`config.mk`:
```
export PLATFORM = sky130hd
export DESIGN_NAME = coarse_delay_stop
export DESIGN_NICKNAME = d
export VERILOG_FILES = /design/src/rtl/coarse_delay_stop.sv
export SDC_FILE = /design/constraint.sdc
export NUM_CORES = 1
export LEC_CHECK = 0
export ABC_CLOCK_PERIOD_IN_PS = 2940
export CAP_MARGIN = 20
export CORE_UTILIZATION = 45
export CTS_BUF_LIST = sky130_fd_sc_hd__clkbuf_8
export CTS_CLUSTER_DIAMETER = 80
export DETAILED_ROUTE_END_ITERATION = 8
export HOLD_SLACK_MARGIN = 0.12
export PLACE_DENSITY = 0.78
export SYNTH_ARGS = -nofsm -noshare
export SYNTH_HDL_FRONTEND = slang
export SYNTH_SLANG_ARGS = --single-unit
```
`constraint.sdc`:
```
create_clock -name m_clk -period 2.94 [get_ports m_clk]
set_clock_uncertainty 0.15 [all_clocks]
set_input_delay 0.588 -clock m_clk [delete_from_list [all_inputs] [get_ports m_clk]]
set_output_delay 0.588 -clock m_clk [all_outputs]
set_load 0.03 [all_outputs]
```
`src/rtl/coarse_delay_stop.sv`:
```
// Coarse (integer m_clk cycle) part of the programmed delay: trigger edge -> delay -> registered stop pulse.
// Optional macro COARSE_RETRIGGER_EN: an edge during DELAY restarts the sequence instead of counting a miss.
module coarse_delay_stop #(
  parameter int DLY_W  = 16,
  parameter int PW_W   = 8,
  parameter int MISS_W = 8
) (
  input  logic              m_clk,
  input  logic              rst,
  input  logic              trigger,
  input  logic [DLY_W-1:0]  delay_cycles,
  input  logic [PW_W-1:0]   pulse_cycles,
  input  logic              clr_miss,
  output logic              stop_pulse,
  output logic              busy,
  output logic              done,
  output logic [MISS_W-1:0] miss_cnt
);

  typedef enum logic [1:0] {IDLE, DELAY, PULSE} state_t;

  // state is the observation point for external checkers.
  state_t              state, state_nx;
  logic                trig_q;
  logic                trig_edge;
  logic [DLY_W-1:0]    dcnt, dcnt_nx;
  logic [PW_W-1:0]     pcnt, pcnt_nx;
  logic [PW_W-1:0]     pw_eff;
  logic                stop_nx, busy_nx, done_nx, miss_inc;
  logic [MISS_W-1:0]   miss_nx;

  assign trig_edge = trigger & ~trig_q;
  assign pw_eff    = (pulse_cycles == '0) ? PW_W'(1) : pulse_cycles;

  always_comb begin
    state_nx = state;
    dcnt_nx  = dcnt;
    pcnt_nx  = pcnt;
    stop_nx  = stop_pulse;
    busy_nx  = busy;
    done_nx  = 1'b0;
    miss_inc = 1'b0;
    case (state)
      IDLE: begin
        if (trig_edge) begin
          dcnt_nx  = delay_cycles;
          pcnt_nx  = pw_eff;
          busy_nx  = 1'b1;
          state_nx = DELAY;
        end
      end
      DELAY: begin
`ifdef COARSE_RETRIGGER_EN
        if (trig_edge) begin
          dcnt_nx = delay_cycles;
          pcnt_nx = pw_eff;
        end else
`else
        miss_inc = trig_edge;
`endif
        if (dcnt == '0) begin
          stop_nx  = 1'b1;
          state_nx = PULSE;
        end else begin
          dcnt_nx = dcnt - DLY_W'(1);
        end
      end
      PULSE: begin
        miss_inc = trig_edge;
        pcnt_nx  = pcnt - PW_W'(1);
        // Last pulse cycle: the falling edge of stop_pulse and done land together.
        if (pcnt == PW_W'(1)) begin
          stop_nx  = 1'b0;
          done_nx  = 1'b1;
          busy_nx  = 1'b0;
          state_nx = IDLE;
        end
      end
      default: state_nx = IDLE;
    endcase

    miss_nx = miss_cnt;
    if (clr_miss)
      miss_nx = '0;
    else if (miss_inc && (miss_cnt != '1))
      miss_nx = miss_cnt + MISS_W'(1);
  end

  always_ff @(posedge m_clk) begin
    if (rst) begin
      state      <= IDLE;
      trig_q     <= 1'b0;
      dcnt       <= '0;
      pcnt       <= '0;
      stop_pulse <= 1'b0;
      busy       <= 1'b0;
      done       <= 1'b0;
      miss_cnt   <= '0;
    end else begin
      state      <= state_nx;
      trig_q     <= trigger;
      dcnt       <= dcnt_nx;
      pcnt       <= pcnt_nx;
      stop_pulse <= stop_nx;
      busy       <= busy_nx;
      done       <= done_nx;
      miss_cnt   <= miss_nx;
    end
  end

endmodule

```
* After elaboration in Yosys (flattened, before gate mapping)
Cells that the tools add are included.
** Word-level totals
- Flip-flop bits (word level) :: 38
- Input port bits :: 28
- Output and inout bits :: 11
** Operators by class
- Add/sub/neg operators :: 3
- Equal/unequal tests :: 8
- Muxes and demuxes :: 17
- Bitwise logic cells :: 3
- Reduce and logical (&&, ||, !) cells :: 15
** Operators with widths (number)
- 16-bit two-way mux :: 2
- 16-bit case mux with 2 select lines :: 1
- 16-bit logical NOT :: 1
- 8-bit two-way mux :: 2
- 8-bit case mux with 2 select lines :: 1
- 16-bit by 1-bit subtractor with 16-bit output (second input constant) :: 1
- 3-bit AND reduction :: 4
- 8-bit by 1-bit adder with 8-bit output (second input constant) :: 1
- 8-bit by 1-bit == test with 1-bit output (second input constant) :: 1
- 8-bit logical NOT :: 1
- 2-bit != test (second input constant) :: 4
- 8-bit != test (second input constant) :: 1
- 8-bit by 1-bit subtractor with 8-bit output (second input constant) :: 1
- 2-bit two-way mux :: 3
- 2-bit case mux with 3 select lines :: 1
- 2-bit nonzero test :: 3
- 2-bit OR reduction :: 3
- 1-bit two-way mux :: 5
- 1-bit case mux with 2 select lines :: 2
- 2-bit by 1-bit == test with 1-bit output (second input constant) :: 1
- 2-bit == test (second input constant) :: 1
- 2-bit logical NOT :: 1
- 1-bit inverter :: 2
- 2-bit AND reduction :: 1
- 2 further kinds :: 2

* Logic depth before layout (Yosys ltp)
- Depth in word-level cells :: 4
- Mapped depth :: 9
- Gate-level depth less buffers :: 6

* Worst setup path after synthesis
No wires, ideal clock.
- Path kind :: register to register
- Start point :: register dcnt[0]
- End point :: register state[1]
- Data arrival time :: 1.774 ns
- Required time :: 2.704 ns
- Path slack :: 0.930 ns
- Stages on the path, launching flop included :: 7
- Buffers on the path :: 0
- Clock period less this slack :: 2.010 ns
- Cells stage by stage :: dfxtp_1 inv_1 ha_1 nor4b_2 nand4_2 or3_1 a211oi_1
** On the way
- Word-level cells in the longest chain between the ends :: 3
** RTL lines
- start: declaration :: line 26 : logic [DLY_W-1:0] dcnt, dcnt_nx;
- start signal: assignment :: line 102 : dcnt <= dcnt_nx;
- 16-bit logical NOT :: line 61 : if (dcnt == '0) begin
- 2-bit != test (no source line)
- 3-bit AND reduction (no source line)
- end signal: assignment :: line 100 : state <= state_nx;
- end: declaration :: line 23 : state_t state, state_nx;
Every way passes these cells.
A chain may end at the register's enable or synchronous reset.

* Final worst setup path
Same ends and word-level chain as after synthesis.

==> results.md <==
- CTS root buf: sky130_fd_sc_hd__clkbuf_8
- Max-cap violations: 0
- Outcome: finished, final reports clean
- Finished Cell Area: 3110 µm²
- Max Root-Sink Buffers: 2
- Library cell contributing the largest single delay on the critical path: sky130_fd_sc_hd__nor4b_2
- Placeable core region: 5270 µm²
- Number of placement rows: 26
- Critical path data arrival time: 2.56 ns
- Element type at the critical path start: register
- Total power per unit cell area: 872 nW/µm²
- Tmin final: 2.49 ns
- Boundary Pins: 39
- Total number of clock tree sinks: 38
- Global-route wire length before repair: 11700 µm
- Vias: 2770
- Hold bufs inserted after CTS: 0
- Register bit total from synthesis: 38
- Post-synth cell types: 56
- Initial antenna violation count: 0
- # resized after CTS: 0
- Synth Area in Compound Gates: 26.8%
- Kind of critical path: reg2reg
- Total standard cell area after synthesis: 2540 µm²
- Slew headroom: 24.4%
- Adder-cell share of the synthesized area: 3.94%
- Routed wire length per instance: 16.6 µm
- Critical path required time: 3.01 ns
- Post-synthesis instance total: 328
- Proportion of synthesized chip area in sequential cells: 30.0%
- Combinational family with the most area after synthesis: simple AND/OR/NAND/NOR gates
- Remaining antenna violation count after routing: 0
- Largest area contributor in the synthesized netlist: sky130_fd_sc_hd__dfxtp_1
- Simple-gate share of the synthesized area: 31.2%
- RSZ-0062 raised after global routing: false
- Hpwl dp: 5090 µm
- Largest net degree at the start of global routing: 26
- Post-synthesis async set-or-reset flop share: 0%
- Area growth from synthesis to layout: 22.7%
- Vias in the first global route: 2450
- Largest incremental delay on the critical path: 0.53 ns
- Synth top area share: 30.0%
- Starting utilization of the core area: 48.2%
- Via-per-instance ratio: 6.34
- Final hold violation count: 0
- Transition at the pin with the smallest max-transition slack: 1.12 ns
- Chip width: 77.1 µm
- Critical Path, Cell by Cell: inv_1, ha_1, nor4b_2, nand4_2, or3_1, a211oi_1
- H-tree depth: 2
- Pins over their slew limit: 0
- EDFF count, synth: 0
- Final Net Count: 402
- Violation count after the first detailed-route iteration: 285
- Clk Latency, worst-skew pair: 0.30 ns
- Number of CTS-inserted buffers: 5
- GRT Util Overall: 24.5%
- Most area-consuming cells after synthesis: sky130_fd_sc_hd__dfxtp_1 (30%), sky130_fd_sc_hd__a21oi_1 (5.1%), sky130_fd_sc_hd__nand2_1 (4.1%)
- Peak ir drop on the vdd network: 507 µV
- Setup repair bufs after CTS: 0
- Number of setup violations in the final report: 0
- Upper clock frequency limit: 401 MHz
- Total global routing overflow: 0
- Static leakage: 1.11 nW
- Die height: 77.1 µm
- Final WL: 7260 µm
- Drt drc: 0
- Synth warnings: 0
- Setup TNS: 0 ns
- Synthesized Nets: 364
- Post-synthesis xor/xnor area fraction: 1.38%
- Clock tree from TritonCTS: done
- Maximum fanout count along the critical path: 10
- Top cell types by occurrence after synthesis: sky130_fd_sc_hd__dfxtp_1 (38), sky130_fd_sc_hd__nand2_1 (28), sky130_fd_sc_hd__a21oi_1 (26)
- Placer congestion estimate: 1.02
- Total die area: 5950 µm²
- Most numerous cell in the Yosys netlist: sky130_fd_sc_hd__dfxtp_1
- Final cycle utilization of the critical path: 84.8%
- Number of antenna diodes: 0
- Total iterations of the first detailed-routing run: 6
- Most instantiated flip-flop cell in the synthesis netlist: sky130_fd_sc_hd__dfxtp_1
- Fraction of synthesized area in multiplexers: 1.58%
- Layout cells sized above 1: 7.63%
- CP endpoint kind: register
- Count of buffers inserted at the top-level ports: 38
- Instance area at placement: 3020 µm²
- Class of the most critical hold timing path: reg2reg
- Per-instance average area after synthesis: 7.74 µm²
- Clock transition at the register clock pins on the worst setup and hold paths after CTS: 0.08 ns
[power by group]
group	leakage [nW]	total (mW)	internal (mW)	switching (mW)
Clock	0.0524	0.379	0.186	0.193
Combinational	0.743	1.51	0.579	0.931
Sequential	0.311	0.828	0.636	0.192
[layout make-up]
type	count	area [µm²]
well taps	70	87.6
fillers	494	2160
multi-input cells	256	1650
clock buffers	6	82.6
repair buffers	50	470
flip-flops and latches	38	761
inverters	15	56.3
clock inverters	2	8.76
[critical path, delay by kind of cell (launching register included)]
family / cells / cell delay, ns
flops: 1 / 0.35
simple gates: 3 / 1.36
fa+ha+maj: 1 / 0.25
compound gates: 1 / 0.22
buf+inv: 1 / 0.09
[cells in the final DEF, fill, tap and decap left out, types with 4 or more instances in the layout]
cell                              Yosys  layout
sky130_fd_sc_hd__a211oi_1             9       9
sky130_fd_sc_hd__a21oi_1             26      26
sky130_fd_sc_hd__a31oi_1             11      11
sky130_fd_sc_hd__and3_1               6       6
sky130_fd_sc_hd__buf_4                0      12
sky130_fd_sc_hd__clkbuf_8             0       6
sky130_fd_sc_hd__clkdlybuf4s50_1      0      38
sky130_fd_sc_hd__dfxtp_1             38      38
sky130_fd_sc_hd__ha_1                 8       8
sky130_fd_sc_hd__inv_1               13      14
sky130_fd_sc_hd__mux2i_1              4       4
sky130_fd_sc_hd__nand2_1             28      28
sky130_fd_sc_hd__nand2b_1             8       8
sky130_fd_sc_hd__nand3_1             10      10
sky130_fd_sc_hd__nand4_1             10      10
sky130_fd_sc_hd__nor2_1              21      21
sky130_fd_sc_hd__nor2b_1             10      10
sky130_fd_sc_hd__nor3_1              12      12
sky130_fd_sc_hd__nor4_1               6       6
sky130_fd_sc_hd__o21ai_0             15      15
sky130_fd_sc_hd__o2bb2ai_1            4       4
sky130_fd_sc_hd__o31ai_1              4       4
sky130_fd_sc_hd__or3_1                7       7
sky130_fd_sc_hd__or4_1                7       7
[worst paths after layout]
check	startpoint	end	slack, ns	depth (start not counted)
max reg2reg	dcnt[0]	state[1]	0.45	6
max	dcnt[0]	state[1]	0.45	6
min reg2reg	stop_pulse	stop_pulse	0.33	2
min	stop_pulse	stop_pulse	0.33	2
[per-layer routing]
metal  vias to the layer above  GRT usage, %  routed length (µm)
li1                       1318             -                   -
met1                      1270          32.3                3190
met2                       154          37.8                3210
met3                        28          6.31                 658
met4                         0          10.0                 196
met5                         -             0                   0
[sequential cells by signal, indices dropped and copies added (netlist names)]
signal	flops
busy	1
state	2
done	1
stop_pulse	1
dcnt	16
miss_cnt	8
trig_q	1
pcnt	8
[cells by family after synthesis]
group | Yosys count
compound gates | 99
xor+xnor | 4
fa+ha+maj | 8
buf+inv | 34
flops | 38
mux | 4
simple gates | 141
[through the flow]
stage | power, mW | instances | setup WS (ns) | hold WS, ns | util, %
after floorplan | 1.86 | 328 | 0.930 | 0.299 | -
after global placement | 2.26 | 429 | 0.549 | 0.309 | 57.4
after detailed placement | 2.27 | 429 | 0.487 | 0.317 | 57.4
after CTS | 2.66 | 437 | 0.521 | 0.331 | 59.1
after global routing | 2.88 | 437 | 0.311 | 0.368 | 59.1
final | 2.72 | 437 | 0.447 | 0.329 | 59.1
No activity file was read; power rests on OpenSTA's default activity.
